**src/rtl/strum_envelope_sequencer.sv**
```systemverilog
// strum_envelope_sequencer
// Debounces the two strummer contacts, turns each accepted rising edge into
// one note event (fret selection latched as a 3-bit index) and runs an
// attack/sustain/release amplitude envelope paced by env_tick.
module strum_envelope_sequencer #(
    parameter int DEBOUNCE_CYCLES = 16,
    parameter int ATTACK_STEP     = 8,
    parameter int RELEASE_STEP    = 1,
    parameter int SUSTAIN_TICKS   = 1024
) (
    input  logic       clk,
    input  logic       rst_n,
    input  logic [6:0] switches,
    input  logic       strummer_pos,
    input  logic       strummer_neg,
    input  logic       env_tick,
    output logic [2:0] note_sel,
    output logic [7:0] amplitude,
    output logic       note_valid,
    output logic       strum_pulse
);

    localparam int CNT_W = $clog2(DEBOUNCE_CYCLES);
    localparam int SUS_W = (SUSTAIN_TICKS > 1) ? $clog2(SUSTAIN_TICKS) : 1;

    typedef enum logic [1:0] {
        S_IDLE,
        S_ATTACK,
        S_SUSTAIN,
        S_RELEASE
    } state_t;

    logic [1:0] raw;
    logic [1:0] rise;
    logic       strum_ev;

    assign raw = {strummer_neg, strummer_pos};

    for (genvar g = 0; g < 2; g++) begin : g_deb
        logic             sync1_q, sync2_q, db_q, db_prev_q;
        logic [CNT_W-1:0] cnt_q;

        // Synchronize the raw contact, then accept a new level only after it
        // has disagreed with the stable level for DEBOUNCE_CYCLES cycles.
        always_ff @(posedge clk or negedge rst_n) begin
            if (!rst_n) begin
                sync1_q   <= 1'b0;
                sync2_q   <= 1'b0;
                db_q      <= 1'b0;
                db_prev_q <= 1'b0;
                cnt_q     <= '0;
            end else begin
                sync1_q   <= raw[g];
                sync2_q   <= sync1_q;
                db_prev_q <= db_q;
                if (sync2_q == db_q) begin
                    cnt_q <= '0;
                end else if (cnt_q == CNT_W'(DEBOUNCE_CYCLES - 1)) begin
                    db_q  <= sync2_q;
                    cnt_q <= '0;
                end else begin
                    cnt_q <= cnt_q + 1'b1;
                end
            end
        end

        assign rise[g] = db_q & ~db_prev_q;
    end

    // Either contact rising is one strum; both at once still count once.
    assign strum_ev = |rise;

    state_t           state_q;
    logic [2:0]       note_q;
    logic [7:0]       amp_q;
    logic             valid_q;
    logic             pulse_q;
    logic [SUS_W-1:0] sus_cnt_q;

    logic [2:0] note_dec;
    logic [8:0] amp_up9, amp_dn9;
    logic [7:0] amp_up, amp_dn;

    // Fret decode: exactly one switch gives its index, anything else is 6.
    always_comb begin
        note_dec = 3'd6;
        if ($onehot(switches)) begin
            for (int k = 0; k < 7; k++) begin
                if (switches[k]) note_dec = 3'(k);
            end
        end
    end

    // Saturating envelope steps using a 9-bit intermediate (bit 8 flags
    // overflow on the way up and borrow on the way down).
    always_comb begin
        amp_up9 = {1'b0, amp_q} + 9'(ATTACK_STEP);
        amp_dn9 = {1'b0, amp_q} - 9'(RELEASE_STEP);
        amp_up  = amp_up9[8] ? 8'hFF : amp_up9[7:0];
        amp_dn  = amp_dn9[8] ? 8'h00 : amp_dn9[7:0];
    end

    // Envelope FSM; a strum retriggers from the current level and beats
    // env_tick in the same cycle.
    always_ff @(posedge clk or negedge rst_n) begin
        if (!rst_n) begin
            state_q   <= S_IDLE;
            note_q    <= 3'd0;
            amp_q     <= 8'd0;
            valid_q   <= 1'b0;
            pulse_q   <= 1'b0;
            sus_cnt_q <= '0;
        end else begin
            pulse_q <= 1'b0;
            if (strum_ev) begin
                note_q  <= note_dec;
                pulse_q <= 1'b1;
                valid_q <= 1'b1;
                state_q <= S_ATTACK;
            end else if (env_tick) begin
                case (state_q)
                    S_ATTACK: begin
                        amp_q <= amp_up;
                        if (amp_up == 8'hFF) begin
                            state_q   <= S_SUSTAIN;
                            sus_cnt_q <= '0;
                        end
                    end
                    S_SUSTAIN: begin
                        if (sus_cnt_q == SUS_W'(SUSTAIN_TICKS - 1)) begin
                            state_q   <= S_RELEASE;
                            sus_cnt_q <= '0;
                        end else begin
                            sus_cnt_q <= sus_cnt_q + 1'b1;
                        end
                    end
                    S_RELEASE: begin
                        amp_q <= amp_dn;
                        if (amp_dn == 8'h00) begin
                            state_q <= S_IDLE;
                            valid_q <= 1'b0;
                        end
                    end
                    default: ;
                endcase
            end
        end
    end

    assign note_sel    = note_q;
    assign amplitude   = amp_q;
    assign note_valid  = valid_q;
    assign strum_pulse = pulse_q;

endmodule

```
**config.mk**
```make
export PLATFORM = sky130hd
export DESIGN_NAME = strum_envelope_sequencer
export DESIGN_NICKNAME = d
export VERILOG_FILES = /design/src/rtl/strum_envelope_sequencer.sv
export SDC_FILE = /design/constraint.sdc
export NUM_CORES = 1
export LEC_CHECK = 0
export CAP_MARGIN = 20
export CORE_AREA = 2 2 71 73
export CTS_CLUSTER_DIAMETER = 30
export DETAILED_ROUTE_END_ITERATION = 16
export DIE_AREA = 0 0 73 75
export PLACE_DENSITY = 0.72
export SLEW_MARGIN = 15
export SYNTH_ARGS = -nofsm -noshare
export SYNTH_HDL_FRONTEND = slang
export SYNTH_SLANG_ARGS = --single-unit
```
**constraint.sdc**
```tcl
create_clock -name clk -period 4.1 [get_ports clk]
set_input_delay 0.615 -clock clk [delete_from_list [all_inputs] [get_ports clk]]
set_output_delay 0.615 -clock clk [all_outputs]
set_load 0.01 [all_outputs]
```
==> results.md, run 1 <==
- Cts repair resizes: 0
- Most common cell after layout, fill and taps aside: dfrtp_1
- Seq cells post-synth: around 40
- Fmax: between 200 and 300 MHz
- Fin Hold WS: between 0.3 and 0.4 ns
- CP cell instances: clkdlybuf4s50_1, fa_1, inv_1, fa_1, fa_1, fa_1, nand4_1, a2111oi_0, nor2_1
- H-tree depth: 2
- Post-CTS Hold Fix Bufs: 0
- Final period util: between 80% and 90%
- HPWL after DPL: between 3000 and 4000 um
- Fin cells: between 300 and 400
- Largest fanout on the critical path: 3
- Area growth, synth to finish: 14.2%
- RSZ-0062 raised after global routing: no
- Share of cells above drive strength 1: under 10%
- Post-DRT Antenna Nets: 0
- Startpoint Class: primary input
- Slack of the critical path: just under 0.7 ns
- Sink Count: 41
- CTS tree: yes
- DR DRC count: 0
- Crit path DAT: 3.58 ns
- Core Rows: 25
- Hold Crit Class: reg -> reg
- Final nets: between 300 and 400
- Final Instance Area: 2860 sq um
- YS warnings: 0
- DIE WIDTH: 73 um
- Slowest Stage Delay on Critical Path: 0.54 ns
- Critical Path Slowest Stage Cell: fa_1
- Leakage: ~1.2 nW
- Max Slew Vio Count: 0
- Syn avg cell area: ~9.2 sq um
- Total CTS buffers: 5
- Post-synth cell types: 56
- Global-route wire length before repair: 9300 um
- Pre-CTS setup slack: approximately 0.37 ns
- Initial Utilization: between 50% and 60%
- Initial antenna violation count: 0
- Clock latency on the worst-skew pair: 0.29 ns
- Initial drt markers: 193
- Routed vias: between 2000 and 2500
- # setup viols final: 0
- Clk buf depth: 2
- Root Driver: clkbuf_8
- Seq/Total Area, Yosys: around two fifths
- Die area: 5480 sq um
- Antenna cells: 0
- CP dominant cell by count: fa_1
- Slew @ Worst Pin: 0.892 ns
- Rel. slew slack: between 40% and 50%
- DRT Pass-1 Iters: 4
- Postcts setup bufs: 0
- Total global-route track usage: 21.5%
- Vias per inst: approximately 6.0
- PD cells: 551 nW/um^2
- Setup TNS: 0 ns
- Core area: ~4700 sq um
- Port Buffer Count: 24
- Placed Cells incl. Taps: between 300 and 400
- I/O pin count: 25
- Vias in the first global route: between 2000 and 2500
- Crit Path Class: in -> reg
- Worst Skew: roughly 0.0085 ns
- Final Hold Fails: 0
- Grt ovf: 0
- Max_cap viols: 0
- Wirelength per Cell: 14.7 um
- Req. time, crit path: 4.27 ns
- Post-synth EDFFs: 0
- Die Ht: approximately 75 um
- WL final: 5130 um
- IR drop worst, VDD: 0.288 mV
- Most frequent cells in the layout: dfrtp_1, inv_1, nor2_1, o21ai_0, clkdlybuf4s50_1
- Placed cell area: roughly 2700 sq um
- Outcome: complete, no violations
- Mapped Nets: a little under 300
- Reg clk slew, reported paths: 0.08 ns
- Pin count of the biggest net entering global routing: 42
- CP Capture Type: register
- Syn Inst Count: between 200 and 300
- Synth Flop Type: dfrtp_1
- Synthesized area: between 2000 and 3000 sq um
- Final Wtd Congestion: about 0.87
- Final worst path period need: around 3.4 ns
- Asr flop ratio synth: 100%
power breakdown:
part / switching, W / internal, W
Clock: 0.000138 / 0.000183
Combinational: 0.000384 / 0.000277
Sequential: 0.000124 / 0.000468
Total: 0.000647 / 0.000928
kinds of logic (layout without fill, tap and decap cells):
logic type | after synthesis | in the layout | synth area share [%]
adder cells (fa/ha/maj) | 14 | 14 | 8.20
AND/OR/NAND/NOR | 90 | 90 | 18.9
flip-flops | 41 | 41 | 41.0
AO/OA/AOI/OAI | 81 | 81 | 22.2
buffers and inverters | 38 | 60 | 6.70
XOR/XNOR | 6 | 6 | 2.10
multiplexers | 2 | 2 | 0.899
sequential cells by signal (all words and copies together), names as in the netlist:
| name | flops |
|---|---|
| amplitude | 8 |
| g_deb.cnt_q | 8 |
| g_deb.db_prev_q | 2 |
| g_deb.db_q | 2 |
| g_deb.sync1_q | 2 |
| g_deb.sync2_q | 2 |
| note_sel | 3 |
| note_valid | 1 |
| state_q | 2 |
| strum_pulse | 1 |
| sus_cnt_q | 10 |
layout make-up:
cell class	instances	area, sq um
fill	410	1800
multi-input combinational	193	1310
sequential	41	1030
timing repair buffer	25	243
inverter	27	101
clock buffer	6	72.6
tap	54	67.6
clock inverter	2	38.8
metal layers:
layer  vias up  global-route usage (%)  routed length [um]
met4         0                    6.17                  48
met3         6                    4.15                 250
met5         -                       0                   0
met1       987                    30.1                2450
met2        49                    34.2                2380
li1       1038                       -                   -
critical path: cells and delay by family:
family	cells	cell delay (ns)
AOI/OAI and AO/OA	1	0.33
adders and majority gates	4	1.91
buffers and inverters	2	0.50
and+or+nand+nor	2	0.22
stage by stage:
step | total power, W | utilization, %
2_1_floorplan | 0.00106 | -
4_1_cts | 0.00158 | 61.3
3_3_place_gp | 0.00124 | 59.0
6_report | 0.00157 | 61.3
5_1_grt | 0.00171 | 61.3
3_5_place_dp | 0.00125 | 59.0
cell usage after synthesis (3+ instances only):
library cell	count	area [sq um]
a21oi_1	13	65.1
a31oi_1	4	25.0
clkbuf_1	5	18.8
dfrtp_1	41	1030
fa_1	4	80.1
ha_1	10	125
inv_1	27	101
nand2_1	10	37.5
nand2b_1	5	31.3
nand3_1	11	55.1
nand4_1	3	18.8
nand4b_1	3	26.3
nor2_1	27	101
nor2b_1	3	18.8
nor3_1	9	45.0
nor4_1	4	25.0
o21ai_0	25	125
o22ai_1	4	25.0
o31ai_1	7	52.6
or3_1	3	18.8
xnor2_1	4	35.0
final timing paths:
check	start	endpoint	slack [ns]	cells after the start
hold / removal	g_deb[1].sync1_q$_DFF_PN0_	g_deb[1].sync2_q$_DFF_PN0_	0.35	0
min in group asynchronous	rst_n	amplitude[7]$_DFFE_PN0P_	0.44	1
setup reg to reg	amplitude[3]$_DFFE_PN0P_	sus_cnt_q[5]$_DFFE_PN0P_	1.53	7
max in group asynchronous	rst_n	g_deb[1].db_prev_q$_DFF_PN0_	3.10	1
setup / recovery	switches[0]	note_sel[2]$_DFFE_PN0P_	0.69	9
hold reg to reg	g_deb[1].sync1_q$_DFF_PN0_	g_deb[1].sync2_q$_DFF_PN0_	0.35	0
(Power assumes the default switching activity.)
==> inputs of run 2 (changes only) <==
Settings changed: CORE_AREA 2 2 71 73 to 2 2 74 76, DIE_AREA 0 0 73 75 to 0 0 76 78, PLACE_DENSITY 0.72 to 0.7.
Clock period 4.1 ns to 3.1 ns, I/O delays scaled along.
==> results.md, run 2 (synthesized netlist as in run 1, its figures left out) <==
- Outcome: complete, no violations (unchanged)
- Post-DRT Antenna Nets: 0 (unchanged)
- Leakage: 1.23 nW (was 1.18 nW)
- Largest fanout on the critical path: 2 (was 3)
- Die area: 5930 sq um (was 5480 sq um)
- IR drop worst, VDD: 0.339 mV (was 0.288 mV)
- Crit Path Class: in -> reg (unchanged)
- Pre-CTS setup slack: -0.388 ns (was 0.373 ns)
- Placed Cells incl. Taps: 363 (was 340)
- Max_cap viols: 0 (unchanged)
- Initial antenna violation count: 0 (unchanged)
- Rel. slew slack: 39.6% (was 40.6%)
- Area growth, synth to finish: 17.6% (was 14.2%)
- Met1 Usage GRT: 25.4% (was 30.1%)
- DIE WIDTH: 76 um (was 73 um)
- Crit path DAT: 3.03 ns (was 3.58 ns)
- DR DRC count: 0 (unchanged)
- Share of cells above drive strength 1: 9.30% (was 5.78%)
- PD cells: 721 nW/um^2 (was 551 nW/um^2)
- Post-CTS Hold Fix Bufs: 0 (unchanged)
- Fmax: 350 MHz
- Global-route wire length before repair: 9340 um (was 9300 um)
- R2R Path End: sus_cnt_q[6]$_DFFE_PN0P_ (was sus_cnt_q[5]$_DFFE_PN0P_)
- Slowest Stage Delay on Critical Path: 0.50 ns (was 0.54 ns)
- Core area: 5040 sq um (was 4660 sq um)
- Pin count of the biggest net entering global routing: 42 (unchanged)
- Final Instance Area: 2940 sq um (was 2860 sq um)
- CP cell instances: dlymetal6s2s_1, fa_1, inv_1, fa_1, fa_2, fa_1, nand4_1, a2111oi_2, nor2_1 (was clkdlybuf4s50_1, fa_1, inv_1, fa_1, fa_1, fa_1, nand4_1, a2111oi_0, nor2_1)
- Register area: 1030 sq um (unchanged)
- Placed cell area: 2820 sq um (was 2750 sq um)
- Initial Utilization: 49.7% (was 53.7%)
- Initial drt markers: 159 (was 193)
- Total global-route track usage: 19.3% (was 21.5%)
- GRT met2 Usage: 32.1% (was 34.2%)
- Setup TNS: 0 ns (unchanged)
- Fill cells: 457 (was 410)
- Port Buffer Count: 24 (unchanged)
- I/O pin count: 25 (unchanged)
- Worst Setup EP: note_sel[2]$_DFFE_PN0P_ (unchanged)
- Fin cells: 371 (was 348)
- Reg with most FFs: sus_cnt_q (unchanged)
- Area of the multi-input gates: 1320 sq um (was 1310 sq um)
- Slack of the critical path: 0.242 ns (was 0.689 ns)
- Vias per inst: 5.76 (was 5.98)
- Slew @ Worst Pin: 0.906 ns (was 0.892 ns)
- WL final: 5440 um (was 5130 um)
- Final nets: 326 (was 319)
- Die Ht: 78 um (was 75 um)
- CP Capture Type: register (unchanged)
- Sink Count: 41 (unchanged)
- Startpoint Class: primary input (unchanged)
- Core Rows: 26 (was 25)
- Critical Path Slowest Stage Cell: fa_1 (unchanged)
- Final Hold Fails: 0 (unchanged)
- Number of flip-flops in the largest register: 10 (unchanged)
- Reg clk slew, reported paths: 0.09 ns (was 0.08 ns)
- # setup viols final: 0 (unchanged)
- Most common cell after layout, fill and taps aside: dfrtp_1 (unchanged)
- Worst r2r src: amplitude[3]$_DFFE_PN0P_ (unchanged)
- Final Wtd Congestion: 0.855 (was 0.873)
- Routed vias: 2138 (was 2080)
- Vias in the first global route: 2052 (was 2030)
- Final period util: approximately 92%
- Root Driver: clkbuf_8 (unchanged)
- DRT Pass-1 Iters: 4 (unchanged)
- Worst Skew: 0.0153 ns (was 0.00850 ns)
- Req. time, crit path: 3.27 ns (was 4.27 ns)
- Total CTS buffers: 5 (unchanged)
- Grt ovf: 0 (unchanged)
- Clk buf depth: 2 (unchanged)
- Wirelength per Cell: 14.7 um (about the same)
- GRT met3 Usage: 3.84% (was 4.15%)
- Antenna cells: 0 (unchanged)
- Most Crowded Layer GR: met2 (unchanged)
- CP dominant cell by count: fa_1 (unchanged)
- Worst setup startpoint: switches[1] (was switches[0])
- Register-to-register setup slack: 0.66 ns (was 1.53 ns)
- CTS tree: yes (unchanged)
- H-tree depth: 2 (unchanged)
- HPWL after DPL: 3860 um (was 3610 um)
- Final worst path period need: approximately 2.9 ns
- Worst R2R Path Depth: 7 (unchanged)
- Finished Core Util: 58.4% (was 61.3%)
- Max Slew Vio Count: 0 (unchanged)
- RSZ-0062 raised after global routing: no (unchanged)
- Most frequent cells in the layout: dfrtp_1, inv_1, nor2_1, o21ai_0, clkdlybuf4s50_1 (unchanged)
- Hold Crit Class: in -> async (was reg -> reg)
- Clock latency on the worst-skew pair: 0.30 ns (was 0.29 ns)
==> run 2: report_power, final <==
group | leakage [nW] | internal (W) | switching, W
registers | 0.524 | 0.000619 | 0.000166
clock network | 0.0543 | 0.000241 | 0.000200
logic | 0.653 | 0.000387 | 0.000508
==> run 2: worst min path at each step <==
stage	from	to	slack (ns)	cells past startpoint
3_3_place_gp	g_deb[0].sync1_q$_DFF_PN0_	g_deb[0].sync2_q$_DFF_PN0_	0.33	0
6_report	rst_n	amplitude[6]$_DFFE_PN0P_	0.28	1
2_1_floorplan	rst_n	amplitude[0]$_DFFE_PN0P_	0.17	0
3_5_place_dp	g_deb[1].sync1_q$_DFF_PN0_	g_deb[1].sync2_q$_DFF_PN0_	0.34	0
4_1_cts	rst_n	amplitude[4]$_DFFE_PN0P_	0.33	1
5_1_grt	g_deb[0].sync1_q$_DFF_PN0_	g_deb[0].sync2_q$_DFF_PN0_	0.36	0
==> run 2: metrics by stage <==
| stage | hold WS [ns] | power, W |
|---|---|---|
| final | 0.280 | 0.00212 |
| after global routing | 0.363 | 0.00228 |
| after CTS | 0.333 | 0.00214 |
| after detailed placement | 0.342 | 0.00169 |
| after global placement | 0.335 | 0.00167 |
| after floorplan | 0.169 | 0.00140 |
==> run 2: layer usage <==
layer  share of wire, %  vias up
met3                4.7        9
met5                  0        -
li1                   -     1046
met2                 48       58
met4                1.6        0
met1                 46     1025
==> run 2: repair_timing <==
action                     in CTS  in global routing
pin swaps                       1                  4
setup buffers                   0                  0
setup endpoints to repair       2                  3
resized for setup               3                  5
gates cloned                    0                  0
==> run 2: critical path, delay by kind of cell <==
family | cells | cell delay, ns
AO/OA/AOI/OAI | 1 | 0.31
buffers and inverters | 2 | 0.20
adder cells (fa/ha/maj) | 4 | 1.83
AND/OR/NAND/NOR | 2 | 0.21
==> run 2: cell type report <==
cell class	instances	share of cell area, %
Multi-Input combinational cell	193	44.8
Sequential cell	41	34.8
Timing Repair Buffer	32	10.0
Inverter	27	3.44
Tap cell	70	2.97
Clock buffer	5	2.34
Clock inverter	3	1.57
